<file path="src/rtl/antifurto_pkg.sv">
// antifurto_pkg: interval codes, timer state codes and default delays shared with the anti-theft FSM
package antifurto_pkg;
    localparam logic [1:0] INT_ARM   = 2'b00;
    localparam logic [1:0] INT_DRV   = 2'b01;
    localparam logic [1:0] INT_PASS  = 2'b10;
    localparam logic [1:0] INT_ALARM = 2'b11;
    localparam logic [1:0] IDLE  = 2'd0;
    localparam logic [1:0] LOAD  = 2'd1;
    localparam logic [1:0] COUNT = 2'd2;
    localparam logic [1:0] DONE  = 2'd3;
    localparam int T_ARM_DEFAULT   = 6;
    localparam int T_DRV_DEFAULT   = 8;
    localparam int T_PASS_DEFAULT  = 15;
    localparam int T_ALARM_DEFAULT = 10;
endpackage

</file>
<file path="src/rtl/timer_antifurto_one_hz_gen.sv">
// one_hz_gen: free-running divider producing a one-clock tick every CLK_FREQ_HZ clocks
module one_hz_gen #(
    parameter int CLK_FREQ_HZ = 100_000_000
) (
    input  logic clock,
    input  logic reset,
    input  logic clear,
    output logic tick
);
    localparam int DW = CLK_FREQ_HZ > 1 ? $clog2(CLK_FREQ_HZ) : 1;
    logic [DW-1:0] r_div;
    assign tick = r_div == DW'(CLK_FREQ_HZ - 1);
    always_ff @(posedge clock or negedge reset)
        if (!reset) r_div <= '0;
        else r_div <= (clear || tick) ? '0 : r_div + 1'b1;
endmodule

</file>
<file path="src/rtl/timer_antifurto.sv">
// timer_antifurto: programmable seconds countdown for the anti-theft FSM.
// Define TIMER_TICK_EXT_EN to take the 1 Hz tick from tick_in instead of the internal divider.
module timer_antifurto
    import antifurto_pkg::*;
#(
    parameter int CLK_FREQ_HZ = 100_000_000,
    parameter int TW          = 4,
    parameter int T_ARM_DEF   = T_ARM_DEFAULT,
    parameter int T_DRV_DEF   = T_DRV_DEFAULT,
    parameter int T_PASS_DEF  = T_PASS_DEFAULT,
    parameter int T_ALARM_DEF = T_ALARM_DEFAULT
) (
    input  logic          clock,
    input  logic          reset,
    input  logic          start_timer,
    input  logic [1:0]    interval,
    input  logic          reprogram,
    input  logic [1:0]    time_param_sel,
    input  logic [TW-1:0] time_value,
`ifdef TIMER_TICK_EXT_EN
    input  logic          tick_in,
`endif
    output logic          expired,
    output logic          one_hz_enable,
    output logic          busy,
    output logic [TW-1:0] remaining
);
    logic [1:0]    r_state, w_next;
    logic [TW-1:0] r_count;
    logic [TW-1:0] r_param [4];
    logic          w_finish;
`ifdef TIMER_TICK_EXT_EN
    assign one_hz_enable = tick_in;
`else
    one_hz_gen #(.CLK_FREQ_HZ(CLK_FREQ_HZ)) u_one_hz_gen (
        .clock(clock),
        .reset(reset),
        .clear(start_timer),
        .tick (one_hz_enable)
    );
`endif
    // a zero load finishes without waiting for a tick
    assign w_finish  = r_count == '0 || (one_hz_enable && r_count == TW'(1));
    assign w_next    = start_timer ? LOAD :
                       r_state == LOAD ? COUNT :
                       r_state == COUNT ? (w_finish ? DONE : COUNT) : IDLE;
    assign expired   = r_state == DONE;
    assign busy      = r_state == LOAD || r_state == COUNT;
    assign remaining = busy ? r_count : '0;
    always_ff @(posedge clock or negedge reset)
        if (!reset) begin
            r_state <= IDLE;
            r_count <= '0;
        end else begin
            r_state <= w_next;
            if (start_timer) r_count <= r_param[interval];
            else if (r_state == COUNT) r_count <= w_finish ? '0 : one_hz_enable ? r_count - 1'b1 : r_count;
        end
    always_ff @(posedge clock or negedge reset)
        if (!reset) begin
            r_param[INT_ARM]   <= TW'(T_ARM_DEF);
            r_param[INT_DRV]   <= TW'(T_DRV_DEF);
            r_param[INT_PASS]  <= TW'(T_PASS_DEF);
            r_param[INT_ALARM] <= TW'(T_ALARM_DEF);
        end else if (reprogram) r_param[time_param_sel] <= time_value;
endmodule

</file>
<file path="config.mk">
export PLATFORM = sky130hd
export DESIGN_NAME = timer_antifurto
export DESIGN_NICKNAME = d
export VERILOG_FILES = /design/src/rtl/antifurto_pkg.sv /design/src/rtl/timer_antifurto_one_hz_gen.sv /design/src/rtl/timer_antifurto.sv
export SDC_FILE = /design/constraint.sdc
export NUM_CORES = 1
export LEC_CHECK = 0
export ABC_AREA = 1
export CAP_MARGIN = 20
export CELL_PAD_IN_SITES_DETAIL_PLACEMENT = 1
export CELL_PAD_IN_SITES_GLOBAL_PLACEMENT = 2
export CORE_ASPECT_RATIO = 1.4
export CORE_UTILIZATION = 37
export DETAILED_ROUTE_END_ITERATION = 10
export DONT_BUFFER_PORTS = 1
export GPL_TIMING_DRIVEN = 1
export PLACE_DENSITY = 0.8
export RECOVER_POWER = 50
export SETUP_SLACK_MARGIN = 0.1
export SYNTH_ARGS = -nofsm -noshare
export SYNTH_HDL_FRONTEND = slang
export SYNTH_SLANG_ARGS = --single-unit
</file>
<file path="constraint.sdc">
create_clock -name clock -period 1.6 [get_ports clock]
set_input_delay 0.32 -clock clock [delete_from_list [all_inputs] [get_ports clock]]
set_output_delay 0.32 -clock clock [all_outputs]
set_load 0.02 [all_outputs]
</file>
# After elaboration in Yosys (flattened, before gate mapping)
# Cells that the tools add are included.
[word_totals] ff_bits=49
[classes] mux=16 n_eq_ne=5 addsub=2 reduce_logical=9 bitwise=2 order_cmp=3
[ops] cell="two-way mux 4 bit" n=8
[ops] cell="adder 27 x 1 -> 27 bit, second input constant" n=1
[ops] cell="equality test 27 bit, second input constant" n=1
[ops] cell="two-way mux 27 bit" n=1
[ops] cell="bitwise mux 16 bit" n=1
[ops] cell="binary-select mux 4 bit (select 2 bit)" n=1
[ops] cell="demux 4 bit (select 2 bit)" n=1
[ops] cell=">= comparator 3 bit, second input constant" n=2
[ops] cell="two-way mux 2 bit" n=3
[ops] cell="NOT 2 -> 3 bit" n=2
[ops] cell="equality test 2 bit, second input constant" n=2
[ops] cell="equality test 4 x 1 -> 1 bit, second input constant" n=1
[ops] cell="logical NOT 4 bit" n=1
[ops] cell="subtractor 4 x 1 -> 4 bit, second input constant" n=1
[ops] cell="logical OR 1 bit" n=3
[ops] cell="< comparator 3 x 1 -> 1 bit, second input constant" n=1
[ops] cell="nonzero test 3 bit" n=1
[ops] cell="equality test 2 x 1 -> 1 bit, second input constant" n=1
[ops] cell="logical AND 1 bit" n=2
[ops] cell="AND reduction 2 bit" n=1
[ops] cell="nonzero test 2 bit" n=1
[ops] cell="two-way mux 1 bit" n=1

# Depth between registers and ports, before layout
[logic_depth] word_depth=7 mapped_depth=11 mapped_depth_nobuf=11

# Cells and area by module
# A second synthesis with hierarchy kept.
[hier_totals] hier_cells=400 area_unflattened_um2=2874.0
[modules_own_cells] module="one_hz_gen" cells_per_inst=237 area_per_inst_um2=1631.6 instances=1 seq_area_each_um2=675.6
[modules_own_cells] module="timer_antifurto" cells_per_inst=163 area_per_inst_um2=1242.4 instances=1 seq_area_each_um2=561.8

# Worst setup path after synthesis
# Ideal clock, no wire load.
[synth_path] kind="register -> output" start="register u_one_hz_gen.r_div[0]" end="output one_hz_enable" path_slack_ns=-0.314 stages_incl_launch_ff=6 n_path_buf=0 required_time_ns=1.280 t_arrival_ns=1.594 cell_sequence="dfrtp_1 > ha_1 > nand2_2 > nor2_4 > nand2_4 > nor4_1"
[synth_between] elab_chain_cells=1
[synth_rtl] item="from (decl)" line="timer_antifurto_one_hz_gen.sv:11" text="logic [DW-1:0] r_div;"
[synth_rtl] item="from (signal assigned)" line="timer_antifurto_one_hz_gen.sv:15" text="else r_div <= (clear || tick) ? '0 : r_div + 1'b1;"
[synth_rtl] item="equality test 27 bit" line="timer_antifurto_one_hz_gen.sv:12" text="assign tick = r_div == DW'(CLK_FREQ_HZ - 1);"
[synth_rtl] item="to (decl)" line="timer_antifurto.sv:24" text="output logic one_hz_enable,"
# No other way between the ends.

# Worst setup path after layout
# Ends and elaborated chain as after synthesis.

==> metrics.txt <==
status=finished with violations; violated checks=negative setup slack; Hold Fails Final Rpt=0; per-cell routed wire length=16.5 microns; Sink Count=49; fmax=0.521 GHz; fraction of layout instances using a drive strength above 1=33.1%; CP Class=flip-flop to output pin; Worst setup SP type=flip-flop; # rows=38; register area=0.00124 sq mm; IO buf count=0; DRT antenna net count=0; DR vias=2747; combinational power share=25.2%; layout net count=471; RD Place Congestion=0.832; EDFF count, synth=0; register area share after synthesis=41.2%; Gate Count Post-Synth=394; area of the mapped netlist=0.00300 sq mm; RSZ-0062 raised after global routing=true; Die Y-Extent=109 microns; Yosys top cell by area=dfrtp_1; Die ar.=0.00848 sq mm; Seq cells post-synth=49; yosys warns=0; Clk pwr share=31.7%; non-filler cells, final=553; Worst-Skew Late Latency=320 ps; Final Max Tran Viols=0; final worst slack=-318 ps; total core area=0.00780 sq mm; worst-case vdd ir drop=0.000565 V; Max FO, Critical Path=2; ratio of final minimum period to clock period=120%; TritonRoute pass-1 iters=4; TritonCTS clock tree=built; final core utilization=50.4%; CTS buffer count=5; DRC viols=0; Layout area overhead=31.1%; area of the multi-input gates=0.00174 sq mm; Syn Area/Cell=7.62 sq um; Mapped Nets=413; CP Buf/Inv Count=1; Inst Count DP=526; synth unique cells=35; Most used DFF post-synth=dfrtp_1; MaxCap Viol Count=0; post-DP HPWL=6.65 mm; Routed WL=9.13 mm; first-pass GRT wire length=14.8 mm; commonest non-fill, non-tap cells in the layout=86 x nand2_1, 50 x nor2_1, 40 x dfrtp_1, 39 x buf_4, 38 x inv_1; FILL cells=978; Die Span X=78.1 microns; IO Count=19; Slew headroom=54.3%; pre-CTS WS=4.63 ps; initial antenna violation count=0; Synth top area share=33.3%; Switching Share=30.8%; hold slack=64.4 ps; switching power=1.06 mW; CP endpoint kind=output pin; worst path arrival time=1600 ps; Starting Density=38.5%; crit path time final=1920 ps; Slowest cell on crit path=dfrtp_1; leakage=1.75 nW; Critical Path RT=1280 ps; GRT Util Overall=23.3%; sequential share of power=43.1%; Clock transition at path regs=90 ps; cell family with most CP delay=simple AND/OR/NAND/NOR gates; commonest non-fill, non-tap cell in the layout=nand2_1; n_diodes=0; largest cells by area after synthesis=dfrtp_1 33%, nand2_1 12%, dfstp_2 7.9%, nor2_1 7.3%, inv_1 5.4%; routed vias/inst=4.97; Async SR Flop Fraction=100%; P_int=2.39 mW; CTS H-tree depth=2; crit path cell chain=ha_2, nand2_2, nor2_4, nand2_4, nor4_4, buf_4; setup_tns=-5250 ps; crit-path max cell delay=370 ps; Clock Path Buffers=2; slew of the pin with the lowest slew margin=685 ps; grt ovf=0; 1st-iter DRT viols=85; pin count of the biggest net entering global routing=50; final setup fails=37; clk root buf=clkbuf_8; clock skew=10.8 ps; P per Cell Area=879 mW/mm^2; number of global-route vias before repair=2976; worst hold path type=primary input to flip-flop
routing by layer:
metal  wire [microns]  part of all wire, %  track usage [%]  up-vias
met5                0                    0                0        -
met4              277                  3.0             11.2        0
met3              158                  1.7             3.29       17
met2             5270                   58             45.2       34
met1             3430                   38             24.1     1326
li1                 -                    -                -     1370
worst reg2reg max path: cells and delay by family (launching register included):
| kind | cells | cell delay, ps |
|---|---|---|
| buffers and inverters | 4 | 480 |
| and+or+nand+nor | 6 | 460 |
| adders and majority gates | 1 | 200 |
| AOI/OAI and AO/OA | 1 | 180 |
| DFF | 1 | 400 |
registers in the layout, summed over array words and instances (netlist names):
signal	flops
u_one_hz_gen.r_div	27
r_param	16
r_count	4
r_state	2
per-stage QoR:
step / total power, mW / cell area, sq um
after floorplan: 1.95 / 3020
after global placement: 2.13 / 3390
after detailed placement: 2.15 / 3390
after CTS: 3.40 / 3790
after global routing: 3.66 / 3930
final: 3.46 / 3930
final cells by class:
class	instances	share of cell area [%]
clock buffer	5	1.75
clock inverter	3	1.75
inverter	45	4.36
multi-input combinational	295	44.2
sequential	49	31.5
tap	100	3.18
timing repair buffer	56	13.3
what timing repair did:
| action | in CTS | in global routing |
|---|---|---|
| resized for setup | 23 | 38 |
| cloned | 1 | 0 |
| hold endpoints to repair | 49 | 0 |
| pin swaps | 14 | 16 |
| setup buffers | 12 | 5 |
| hold buffers | 2 | 0 |
| endpoints found under the setup margin | 36 | 38 |
final timing paths:
| path | depth (start not counted) | endpoint | startpoint | slack (ps) |
|---|---|---|---|---|
| max | 6 | one_hz_enable | u_one_hz_gen.r_div[0] | -320 |
| min | 1 | r_state[1] | start_timer | 60 |
| max reg2reg | 12 | u_one_hz_gen.r_div[7] | u_one_hz_gen.r_div[0] | -210 |
| min reg2reg | 2 | r_param[9] | r_param[9] | 490 |
| max in group asynchronous | 2 | r_param[9] | reset | 540 |
| min in group asynchronous | 2 | u_one_hz_gen.r_div[14] | reset | 600 |
cell families (layout without fill, tap and decap cells):
family	Yosys count	in the layout	synth area share, %
simple gates	241	241	38.6
buf+inv	50	109	7.34
flops	49	49	41.2
compound gates	33	33	5.84
xor+xnor	14	14	4.09
fa+ha+maj	7	7	2.92
power by group through the flow:
stage / sequential (mW) / combinational [mW] / clock (mW)
finish: 1.49 / 0.872 / 1.10
CTS: 1.49 / 0.798 / 1.11
detailed placement: 1.51 / 0.639 / 0
global placement: 1.51 / 0.622 / 0
global route: 1.51 / 0.988 / 1.16
floorplan: 1.48 / 0.466 / 0
cell usage after synthesis (3+ instances only):
cell      n
dfstp_2   9
a21oi_1   4
nor2_2   13
nand2_4   3
o21ai_0  22
nand3_1  32
nor2_1   58
nand2_1  96
nor3_2    6
dfrtp_1  40
nor2_4    3
inv_1    43
nor3_1    6
xor2_1   13
o22ai_1   3
ha_1      7
nand2_2   8
nor4_1    5
Note: power is estimated with default switching activity, not from simulation.
